`src/rtl/varredura_display_if.sv`:
```
// rtl/varredura_display_if.sv - frame load handshake between a digit source and the scan controller
interface varredura_display_if #(
  parameter int N_DIG = 4
);
  logic [4*N_DIG-1:0] dado;
  logic               dado_valid;
  logic               dado_ready;

  modport master (output dado, output dado_valid, input dado_ready);
  modport slave  (input dado, input dado_valid, output dado_ready);
endinterface

```
`src/rtl/varredura_display.sv`:
```
// rtl/varredura_display.sv - time-multiplexed scan controller for an N-digit 7-segment display
module varredura_display #(
  parameter int N_DIG    = 4,
  parameter int PRESCALE = 1000,
  parameter int BLANK    = 8
) (
  input  logic                  clk,
  input  logic                  rst_n,
  input  logic                  en,
  varredura_display_if.slave    frm,
  input  logic                  supr_zeros,
  output logic [3:0]            bcd,
  output logic [N_DIG-1:0]      an,
  output logic                  quadro
);

  localparam int MAXC = (PRESCALE > BLANK) ? PRESCALE : BLANK;
  localparam int CW   = $clog2(MAXC + 1);
  localparam int IW   = (N_DIG > 1) ? $clog2(N_DIG) : 1;

  typedef enum logic [1:0] {st_idle, st_blank, st_show} st_t;

  st_t                state, state_nx;
  logic [IW-1:0]      idx, idx_nx;
  logic [CW-1:0]      cnt, cnt_nx;
  logic [4*N_DIG-1:0] shadow, shadow_nx;
  logic [4*N_DIG-1:0] pend, pend_nx;
  logic               pend_full, pend_full_nx;
  logic               quadro_nx;
  logic [3:0]         bcd_nx;
  logic [N_DIG-1:0]   an_nx;
  logic [3:0]         dig;
  logic               supr;

  // State and registered outputs; outputs are derived from next-state values so they
  // take effect in the first cycle of each state.
  always_ff @(posedge clk or negedge rst_n) begin
    if (!rst_n) begin
      state          <= st_idle;
      idx            <= '0;
      cnt            <= '0;
      shadow         <= '0;
      pend           <= '0;
      pend_full      <= 1'b0;
      bcd            <= 4'h0;
      an             <= '1;
      quadro         <= 1'b0;
      frm.dado_ready <= 1'b1;
    end else begin
      state          <= state_nx;
      idx            <= idx_nx;
      cnt            <= cnt_nx;
      shadow         <= shadow_nx;
      pend           <= pend_nx;
      pend_full      <= pend_full_nx;
      bcd            <= bcd_nx;
      an             <= an_nx;
      quadro         <= quadro_nx;
      frm.dado_ready <= !pend_full_nx;
    end
  end

  // Next state: scan sequencing, frame-boundary shadow swap and pending-frame accept.
  always_comb begin
    state_nx     = state;
    idx_nx       = idx;
    cnt_nx       = cnt;
    shadow_nx    = shadow;
    pend_nx      = pend;
    pend_full_nx = pend_full;
    quadro_nx    = 1'b0;

    // A frame waiting while idle is promoted regardless of en.
    if (state == st_idle && pend_full) begin
      shadow_nx    = pend;
      pend_full_nx = 1'b0;
    end

    if (!en) begin
      state_nx = st_idle;
      idx_nx   = '0;
      cnt_nx   = '0;
    end else begin
      case (state)
        st_idle: begin
          state_nx = (BLANK > 0) ? st_blank : st_show;
          idx_nx   = '0;
          cnt_nx   = '0;
        end
        st_blank: begin
          if (int'(cnt) == BLANK - 1) begin
            state_nx = st_show;
            cnt_nx   = '0;
          end else begin
            cnt_nx = cnt + 1'b1;
          end
        end
        st_show: begin
          if (int'(cnt) == PRESCALE - 1) begin
            cnt_nx   = '0;
            state_nx = (BLANK > 0) ? st_blank : st_show;
            if (int'(idx) == N_DIG - 1) begin
              idx_nx    = '0;
              quadro_nx = 1'b1;
              // Boundary uses pending as it stood before this edge's accept.
              if (pend_full) begin
                shadow_nx    = pend;
                pend_full_nx = 1'b0;
              end
            end else begin
              idx_nx = idx + 1'b1;
            end
          end else begin
            cnt_nx = cnt + 1'b1;
          end
        end
        default: state_nx = st_idle;
      endcase
    end

    // Ready is !pend_full, so an accept never coincides with a swap out of pending.
    if (frm.dado_valid && !pend_full) begin
      pend_nx      = frm.dado;
      pend_full_nx = 1'b1;
    end
  end

  // Output decode for the upcoming state: digit code, leading-zero suppression, enables.
  always_comb begin
    an_nx  = '1;
    bcd_nx = 4'h0;
    dig    = shadow_nx[4*idx_nx +: 4];
    supr   = 1'b0;
    if (supr_zeros && idx_nx != '0) begin
      supr = 1'b1;
      for (int i = 0; i < N_DIG; i++) begin
        if (i >= int'(idx_nx) && shadow_nx[4*i +: 4] != 4'h0) supr = 1'b0;
      end
    end
    case (state_nx)
      st_blank: bcd_nx = dig;
      st_show: begin
        bcd_nx = dig;
        if (!supr) an_nx[idx_nx] = 1'b0;
      end
      default: ;
    endcase
  end

endmodule

```
`src/flat_wrapper.sv`:
```
// flat-port wrapper written by rule: the top's interface ports become plain ports
module varredura_display_flat 
#(
  parameter int N_DIG    = 4,
  parameter int PRESCALE = 1000,
  parameter int BLANK    = 8
)
  (clk, rst_n, en, supr_zeros, bcd, an, quadro, frm_dado, frm_dado_valid, frm_dado_ready);
  varredura_display_if #(.N_DIG(N_DIG)) frm_i ();
  input  logic clk;
  input  logic rst_n;
  input  logic en;
  input  logic supr_zeros;
  output logic [3:0] bcd;
  output logic [N_DIG-1:0] an;
  output logic quadro;
  input wire logic [$bits(frm_i.dado)-1:0] frm_dado;
  input wire logic [$bits(frm_i.dado_valid)-1:0] frm_dado_valid;
  output wire logic [$bits(frm_i.dado_ready)-1:0] frm_dado_ready;
  assign frm_i.dado = frm_dado;
  assign frm_i.dado_valid = frm_dado_valid;
  assign frm_dado_ready = frm_i.dado_ready;
  varredura_display #(.N_DIG(N_DIG), .PRESCALE(PRESCALE), .BLANK(BLANK)) u_core (.clk(clk), .rst_n(rst_n), .en(en), .frm(frm_i), .supr_zeros(supr_zeros), .bcd(bcd), .an(an), .quadro(quadro));
endmodule
```
`config.mk`:
```
export PLATFORM = sky130hd
export DESIGN_NAME = varredura_display_flat
export DESIGN_NICKNAME = d
export VERILOG_FILES = /design/src/rtl/varredura_display_if.sv /design/src/rtl/varredura_display.sv /design/src/flat_wrapper.sv
export SDC_FILE = /design/constraint.sdc
export NUM_CORES = 1
export LEC_CHECK = 0
export ABC_AREA = 1
export BUFFER_PORTS_ARGS = -buffer_cell sky130_fd_sc_hd__buf_2
export CAP_MARGIN = 10
export CORE_UTILIZATION = 40
export CTS_BUF_LIST = sky130_fd_sc_hd__clkbuf_4
export DETAILED_ROUTE_END_ITERATION = 7
export PLACE_DENSITY = 0.59
export SYNTH_ARGS = -nofsm -noshare
export SYNTH_HDL_FRONTEND = slang
export SYNTH_SLANG_ARGS = --single-unit
```
`constraint.sdc`:
```
create_clock -name clk -period 5.83 [get_ports clk]
set_input_delay 0.2915 -clock clk [delete_from_list [all_inputs] [get_ports clk]]
set_output_delay 0.2915 -clock clk [all_outputs]
set_load 0.005 [all_outputs]
```
==> results.txt, run 1 <==
status: completed
power per cell area: 372 nW/µm²
metal3 WL: 211 µm
Simple-Gate Fraction of Synth Area: 25.1%
Post-Syn Area: 3060 µm²
Crit Path Class: register to register
Via density: 5.02
commonest non-fill, non-tap cell in the layout: nand2_1
max cap viols: 0
Antenna Nets Post-Route: 0
Worst-Skew Late Latency: 410 ps
post-synthesis compound-gate area fraction: 9.33%
Hold WC Path Type: input port to async pin
die width: 89.4 µm
worst-margin pin slew: 931 ps
synthesized area per cell: 8.22 µm²
Seq/Total Area, Yosys: 46.8%
largest net degree at the start of global routing: 58
top layer in use: met4
via count: 2546
GRT overflow: 0
DIE AREA: 8000 µm²
most frequent cells in the layout: 101 x nand2_1, 52 x dfrtp_1, 35 x inv_1, 33 x nand3_1, 30 x buf_2
fraction of layout cells with a size suffix above 1: 18.9%
initial antenna violation count: 0
Setup TNS: 0 ps
Post-synth ARST share: 100%
Leakage: 1.74 nW
hpwl dp: 4670 µm
cts hold-fix bufs: 0
gpl congestion: 0.788
port bufs: 30
Iter 0 DRT Violations: 133
Final Non-Filler Cells: 507
Rows: 31
Synth area leaders: dfrtp_1 43%, nand2_1 12%, nand3_1 5.4%
deepest clock path buffer count: 2
area leader, netlist: dfrtp_1
Core Region: 7330 µm²
Post-Synth Adder-Cell Area: 2.86%
first-pass GRT wire length: 11400 µm
CTS sink count: 57
Area Overhead vs Synth: 12.4%
final hold violations: 0
top cell type's share of synthesized area: 42.6%
Mapped Cells: 372
fmax: 361 MHz
crit end category: register
Post-CTS Setup Repair Bufs: 0
FF+latch count, synth: 57
post-synthesis mux area share: 8.10%
clk root buf: clkbuf_4
headroom to the max-slew limit: 37.9%
total CTS buffers: 9
metal2 WL: 3180 µm
number of synthesized flops with an enable pin: 0
Total Routing Usage GR: 18.9%
Startpoint Class: register
synth warn: 0
Routed WL: 6680 µm
1st-pass router iterations: 4
WL met1: 3170 µm
Post-Synth XOR/XNOR Area: 1.15%
Switching Share: 35.1%
synthesized net count: 400
Yosys cell types: 28
final period utilization: 47.5%
CTS tree: yes
CP Data Arrival Time: 3110 ps
worst-path fanout max: 25
Final #Nets: 431
combinational share of power: 29.3%
RSZ-0062 raised after global routing: no
clock power share: 25.4%
number of cells after detailed placement: 491
Sequential Power Share: 45.2%
Worst-path clk slew: 100 ps
switching pwr: 0.000449 W
CP required: 6180 ps
Initial Util: 41.7%
die span in y: 89.4 µm
io pins: 31
Slew Viols, Final: 0
Synth Flop Type: dfrtp_1
Wirelength per Cell: 13.2 µm
DRC: 0
Final Setup Violations: 0
post_cts resized: 0
P_int: 0.000831 W
min Tclk post-route: 2770 ps
Final Power: 0.00128 W
CTS H-tree depth: 3
Antenna Cells: 0
largest family of logic cells by synthesized area: simple AND/OR/NAND/NOR gates
VDD IR max: 222 µV
vias in the first global route: 2513
Clock Skew: 13.3 ps
synthesized netlist by cell type (all sizes together) (2+ instances only):
| cell type | number |
|---|---|
| nand2 | 104 |
| dfrtp | 52 |
| inv | 37 |
| nand3 | 33 |
| nor2 | 31 |
| o21ai | 31 |
| a21oi | 18 |
| mux2 | 14 |
| buf | 9 |
| mux2i | 9 |
| ha | 7 |
| dfstp | 5 |
| nor3 | 5 |
| nand4 | 4 |
| xor2 | 4 |
| clkbuf | 3 |
| nand3b | 2 |
power groups by stage:
stage	clock (W)	combinational, W	sequential [W]
floorplan	0	0.000309	0.000553
global placement	0	0.000365	0.000583
detailed placement	0	0.000376	0.000587
CTS	0.000333	0.000381	0.000579
global route	0.000350	0.000439	0.000594
finish	0.000325	0.000376	0.000579
registers in the layout, summed over array words and instances (netlist names):
name	flops
u_core.cnt	10
u_core.pend_full	1
u_core.shadow	16
u_core.idx	2
u_core.quadro	1
u_core.state	2
u_core.an	4
u_core.bcd	4
u_core.pend	16
u_core.frm.dado_ready	1
critical path, cell delays in order, from the launching register on:
cell and delay, ps:
dfrtp_1 970, nand2_1 700, o21ai_0 370, nand2_1 100
o21ai_2 80, inv_2 70, nor2_1 90, nand2_1 80
nand2_1 70, nand3_1 80, nand2_1 70
stage by stage:
stage	util [%]	hold slack (ps)	setup WS, ps	area, µm²
CTS	46.9	34.4	3040	3440
finish	46.9	5.87	3060	3440
floorplan	-	-4.09	3940	3060
global route	46.9	53.9	2700	3440
detailed placement	44.8	483	3090	3280
global placement	44.8	481	3200	3280
logic make-up (layout without fill, tap and decap cells):
kind of cell	after synthesis	count (layout)
and+or+nand+nor	180	180
DFF	57	57
AOI/OAI and AO/OA	52	52
buffers and inverters	49	85
muxes	23	23
adders and majority gates	7	7
xor gates and xnor gates	4	4
area by class of cell:
class | count | area [µm²]
clock inverter | 7 | 85.1
multi-input combinational | 266 | 1420
clock buffer | 9 | 67.6
timing repair buffer | 32 | 165
fill | 775 | 3890
inverter | 37 | 139
sequential | 57 | 1430
tap | 99 | 124
layer usage:
layer	up-vias	global-route usage, %
li1	1282	-
met1	1211	24.2
met2	44	31.6
met3	9	3.14
met4	0	7.94
met5	-	0
worst paths after layout:
path / start / end / slack (ps) / cells past startpoint
max: u_core.pend_full$_DFF_PN0_ / u_core.an[2]$_DFF_PN1_ / 3060 / 10
min: rst_n / u_core.cnt[5]$_DFFE_PN0P_ / 6 / 2
max reg2reg: u_core.pend_full$_DFF_PN0_ / u_core.an[2]$_DFF_PN1_ / 3060 / 10
min reg2reg: u_core.cnt[0]$_DFFE_PN0P_ / u_core.cnt[0]$_DFFE_PN0P_ / 530 / 1
max in group asynchronous: rst_n / u_core.shadow[4]$_DFF_PN0_ / 5310 / 2
min in group clk: frm_dado[11] / u_core.pend[11]$_DFFE_PN0P_ / 100 / 2
(Power assumes the default switching activity.)
==> run 2: changes to the inputs <==
- clock period: 5.83 -> 2.77 ns (I/O delays scaled with it)
==> run 2 against run 1 <==
Effect of this change:
- final cell count is 4.5% higher
- core utilization is 2.9 points higher
- die area stayed put
- register-to-register slack worse by 2600 ps
- critical path type unchanged
- flip-flop and latch count stayed put
- clock skew is 2.6 ps higher
- global-route usage is 1.1 points higher
- combinational power is 130% higher
- sequential power is 110% higher
==> results.txt, run 2 (same netlist as run 1, synthesis figures left out) <==
first-pass GRT wire length: 11700 µm
Startpoint Class: register
combinational share of power: 32.4%
die width: 89.4 µm
Worst-Skew Late Latency: 410 ps
DRC: 0
Routed WL: 7130 µm
Final Setup Violations: 0
Wirelength per Cell: 13.5 µm
metal3 WL: 199 µm
PnR worst setup slack: 455 ps
Clock Skew: 15.9 ps
CP Data Arrival Time: 2660 ps
design area: 3650 µm²
clock power share: 22.4%
CTS sink count: 57
WL met1: 3310 µm
headroom to the max-slew limit: 49.9%
min Tclk post-route: 2320 ps
status: completed
Switching Share: 35.5%
final period utilization: 83.6%
Crit Path Class: register to register
P_int: 0.00171 W
Worst Hold Path EP: u_core.an[3]$_DFF_PN1_
worst-margin pin slew: 750 ps
Rows: 31
Sequential Power Share: 45.2%
fraction of layout cells with a size suffix above 1: 19.3%
Hold Crit Start: supr_zeros
total CTS buffers: 9
via count: 2616
Final Non-Filler Cells: 530
io pins: 31
CP required: 3110 ps
port bufs: 30
Placement Setup Slack: 513 ps
Critical R2R Launch: u_core.state[0]$_DFF_PN0_
Hold WC Path Type: input port to register
FF-to-FF End: u_core.an[2]$_DFF_PN1_
1st-pass router iterations: 4
Worst-path clk slew: 100 ps
area post-placement: 3330 µm²
Iter 0 DRT Violations: 123
worst-path fanout max: 29
GRT overflow: 0
Final #Nets: 454
FF-to-FF path depth: 12
Setup TNS: 0 ps
Slew Viols, Final: 0
CTS tree: yes
most frequent cells in the layout: 101 x nand2_1, 52 x dfrtp_1, 35 x inv_1, 33 x nand3_1, 30 x buf_2
power per cell area: 728 nW/µm²
die span in y: 89.4 µm
Area Overhead vs Synth: 19.2%
clk root buf: clkbuf_4
r2r setup slk: 450 ps
vias in the first global route: 2494
deepest clock path buffer count: 2
switching pwr: 0.000941 W
Antenna Cells: 0
metal2 WL: 3440 µm
CTS H-tree depth: 3
number of cells after detailed placement: 496
post_cts resized: 0
Total Routing Usage GR: 20.0%
Leakage: 1.84 nW
max cap viols: 0
top layer in use: met4
Final Power: 0.00266 W
crit end category: register
RSZ-0062 raised after global routing: no
Core Region: 7330 µm²
VDD IR max: 387 µV
fillers: 722
final hold violations: 0
fmax: 432 MHz
hpwl dp: 4970 µm
initial antenna violation count: 0
Hold Path Stages: 5
Initial Util: 41.7%
largest net degree at the start of global routing: 31
commonest non-fill, non-tap cell in the layout: nand2_1
DIE AREA: 8000 µm²
Antenna Nets Post-Route: 0
Via density: 4.94
biggest regs: u_core.pend: 16 flops, u_core.shadow: 16 flops, u_core.cnt: 10 flops
gpl congestion: 0.848
-- run 2: changes by cell type in the layout (fill, tap and decap cells not counted) --
cell	change
bufinv_16	-1
clkinvlp_4	-1
clkinv_1	-1
clkbuf_4	+2
dlygate4sd3_1	+18
buf_12	+1
buf_4	+4
clkinv_2	+1
-- run 2: critical path, stage by stage (launching register included) --
cell,delay [ps]
dfrtp_1,430
inv_1,120
ha_1,280
nand2_1,120
nor2_4,160
nand4_1,110
buf_4,250
nand2_1,100
o21ai_1,110
or2_0,220
nor2_1,140
nand3_1,110
nand2_1,90
-- run 2: final cells by class --
type	count	area (µm²)	area share, %
Multi-Input combinational cell	266	1420	39.1
Clock buffer	11	82.6	2.26
Sequential cell	57	1430	39.3
Clock inverter	5	48.8	1.34
Tap cell	99	124	3.40
Timing Repair Buffer	55	395	10.8
Inverter	37	139	3.81
-- run 2: how the worst max path moves through the flow --
stage / slack [ps] / endpoint / startpoint / depth (start not counted)
2_1_floorplan: 880 / u_core.an[2]$_DFF_PN1_ / u_core.state[0]$_DFF_PN0_ / 14
3_3_place_gp: 550 / u_core.an[2]$_DFF_PN1_ / u_core.state[0]$_DFF_PN0_ / 12
3_5_place_dp: 510 / u_core.an[2]$_DFF_PN1_ / u_core.state[0]$_DFF_PN0_ / 12
4_1_cts: 470 / u_core.an[2]$_DFF_PN1_ / u_core.state[0]$_DFF_PN0_ / 12
5_1_grt: 200 / u_core.an[2]$_DFF_PN1_ / u_core.state[0]$_DFF_PN0_ / 12
6_report: 450 / u_core.an[2]$_DFF_PN1_ / u_core.state[0]$_DFF_PN0_ / 12
-- run 2: metal layers --
| layer | global-route usage, % | vias to the layer above |
|---|---|---|
| li1 | - | 1330 |
| met1 | 24.9 | 1230 |
| met2 | 32.8 | 40 |
| met3 | 4.16 | 16 |
| met4 | 10.5 | 0 |
| met5 | 0 | - |
-- run 2: power by group through the flow --
stage	sequential (W)	clock (W)	combinational (W)
floorplan	0.00116	0	0.000650
global placement	0.00120	0	0.000810
CTS	0.00120	0.000620	0.000864
detailed placement	0.00121	0	0.000840
finish	0.00120	0.000594	0.000860
global route	0.00122	0.000652	0.000987
-- run 2: per-stage QoR --
step | hold slack [ps] | util [%]
global placement | 230 | 45.5
global route | 124 | 49.7
finish | 83.0 | 49.7
detailed placement | 226 | 45.5
floorplan | -157 | -
CTS | 61.8 | 49.7
-- run 2: timing repair --
action | 4_1_cts | 5_1_grt
setup buffers | 0 | 0
endpoints found under the hold margin | 41 | 0
hold buffers | 18 | 0
==> run 3: changes to the inputs <==
- clock period: 2.77 -> 2.35 ns (I/O delays scaled with it)
==> run 3 against run 2 <==
Effect of this change:
- maximum frequency up 7.3%
- clock power down 0.7%
- non-clock buffer count up 1
- power up 14%
- critical path type unchanged
- via count down 0.27%
==> results.txt, run 3 (same netlist as run 1, synthesis figures left out) <==
status: completed
Hold Crit Start: supr_zeros
Via density: 4.91
switching pwr: 0.00111 W
largest net degree at the start of global routing: 31
clk root buf: clkbuf_4
Switching Share: 37.0%
VDD IR max: 379 µV
Crit Path Class: register to register
fraction of layout cells with a size suffix above 1: 19.9%
CTS sink count: 57
Total Routing Usage GR: 19.6%
Slew Viols, Final: 0
Critical path origin: u_core.cnt[0]$_DFFE_PN0P_
Worst-path clk slew: 110 ps
CP Data Arrival Time: 2450 ps
fmax: 463 MHz
Post-CTS Setup Repair Bufs: 0
combinational share of power: 33.9%
vias in the first global route: 2473
Antenna Cells: 0
DIE AREA: 8000 µm²
Hold Path Stages: 5
Iter 0 DRT Violations: 203
worst-path fanout max: 7
area post-placement: 3350 µm²
gpl congestion: 0.842
FF-to-FF End: u_core.bcd[3]$_DFF_PN0_
P_int: 0.00190 W
Setup TNS: 0 ps
CTS tree: yes
Wirelength per Cell: 13.1 µm
Hold WC Path Type: input port to register
Worst Hold Path EP: u_core.an[3]$_DFF_PN1_
die span in y: 89.4 µm
Worst-Skew Late Latency: 400 ps
Startpoint Class: register
initial antenna violation count: 0
CP required: 2640 ps
DRC: 0
Final #Nets: 455
worst-margin pin slew: 703 ps
Core Region: 7330 µm²
final period utilization: 91.9%
final hold violations: 0
Antenna Nets Post-Route: 0
Critical R2R Launch: u_core.cnt[0]$_DFFE_PN0P_
1st-pass router iterations: 4
delay-heaviest family, CP: simple AND/OR/NAND/NOR gates
port bufs: 30
headroom to the max-slew limit: 53.0%
hold_ws: 78.5 ps
critical-path cell list: ha_1 > nand2_1 > nor2_4 > nand2_1 > nor2_1 > o21ai_0 > o211ai_1 > nand2_1 > ha_1 > a21oi_1
Initial Util: 41.7%
deepest clock path buffer count: 2
design area: 3660 µm²
total CTS buffers: 9
Clock Skew: 14.2 ps
FF-to-FF path depth: 10
Rows: 31
biggest regs: u_core.pend: 16 flops, u_core.shadow: 16 flops, u_core.cnt: 10 flops
RSZ-0062 raised after global routing: no
Sequential Power Share: 46.5%
via count: 2609
cell repeated most along the worst path: nand2_1
PnR worst setup slack: 191 ps
Slowest cell on crit path: dfrtp_1
crit end category: register
die width: 89.4 µm
Buf+Inv Stages, Crit Path: 0
CP max stage delay: 410 ps
hpwl dp: 4920 µm
Final Setup Violations: 0
Routed WL: 6980 µm
commonest non-fill, non-tap cell in the layout: nand2_1
clock power share: 19.6%
most frequent cells in the layout: 101 x nand2_1, 52 x dfrtp_1, 35 x inv_1, 33 x nand3_1, 30 x buf_2
Area Overhead vs Synth: 19.6%
r2r setup slk: 190 ps
CTS H-tree depth: 3
min Tclk post-route: 2160 ps
first-pass GRT wire length: 11500 µm
io pins: 31
Leakage: 1.85 nW
power per cell area: 825 nW/µm²
Placement Setup Slack: 230 ps
max cap viols: 0
GRT overflow: 0
[run 3: how the worst max path moves through the flow]
stage	cells past startpoint	to
finish	10	u_core.bcd[3]$_DFF_PN0_
global placement	12	u_core.bcd[1]$_DFF_PN0_
floorplan	14	u_core.an[2]$_DFF_PN1_
CTS	11	u_core.bcd[3]$_DFF_PN0_
global route	12	u_core.an[1]$_DFF_PN1_
detailed placement	12	u_core.bcd[2]$_DFF_PN0_
[run 3: layout make-up]
type                       count  area (µm²)
tap                           99         124
sequential                    57        1430
multi-input combinational    266        1440
timing repair buffer          56         415
fill                         731        3670
clock buffer                  10        75.1
clock inverter                 6        35.0
inverter                      37         139
[run 3: what timing repair did]
action	in CTS	in global routing
endpoints found under the setup margin	0	4
hold endpoints to repair	41	0
hold buffers	18	0
resized for setup	0	3
[run 3: power by group through the flow]
stage	Combinational [W]	Clock [W]	Sequential [W]
4_1_cts	0.00103	0.000623	0.00140
3_5_place_dp	0.000999	0	0.00142
2_1_floorplan	0.000766	0	0.00137
3_3_place_gp	0.000967	0	0.00141
5_1_grt	0.00118	0.000663	0.00143
6_report	0.00102	0.000590	0.00140
[run 3: metrics by stage]
stage / cells / util [%] / power, W
2_1_floorplan: 372 / - / 0.00214
3_3_place_gp: 497 / 45.8 / 0.00237
3_5_place_dp: 497 / 45.8 / 0.00242
4_1_cts: 531 / 49.7 / 0.00305
5_1_grt: 531 / 49.9 / 0.00327
6_report: 531 / 49.9 / 0.00301
[run 3: worst register-to-register path, stage by stage, from the launching register on]
cell and delay, ps:
dfrtp_1 410, ha_1 190, nand2_1 120, nor2_4 180, nand2_1 80, nor2_1 220
o21ai_0 120, o211ai_1 90, nand2_1 100, ha_1 360, a21oi_1 210
[run 3: per-layer routing]
metal / routed length, µm / share of wire (%) / vias to the layer above / track usage, %
met3: 297 / 4.3 / 14 / 3.69
li1: - / - / 1332 / -
met1: 3240 / 46 / 1205 / 25.6
met2: 3260 / 47 / 58 / 30.5
met5: 0 / 0 / - / 0
met4: 177 / 2.5 / 0 / 11.1
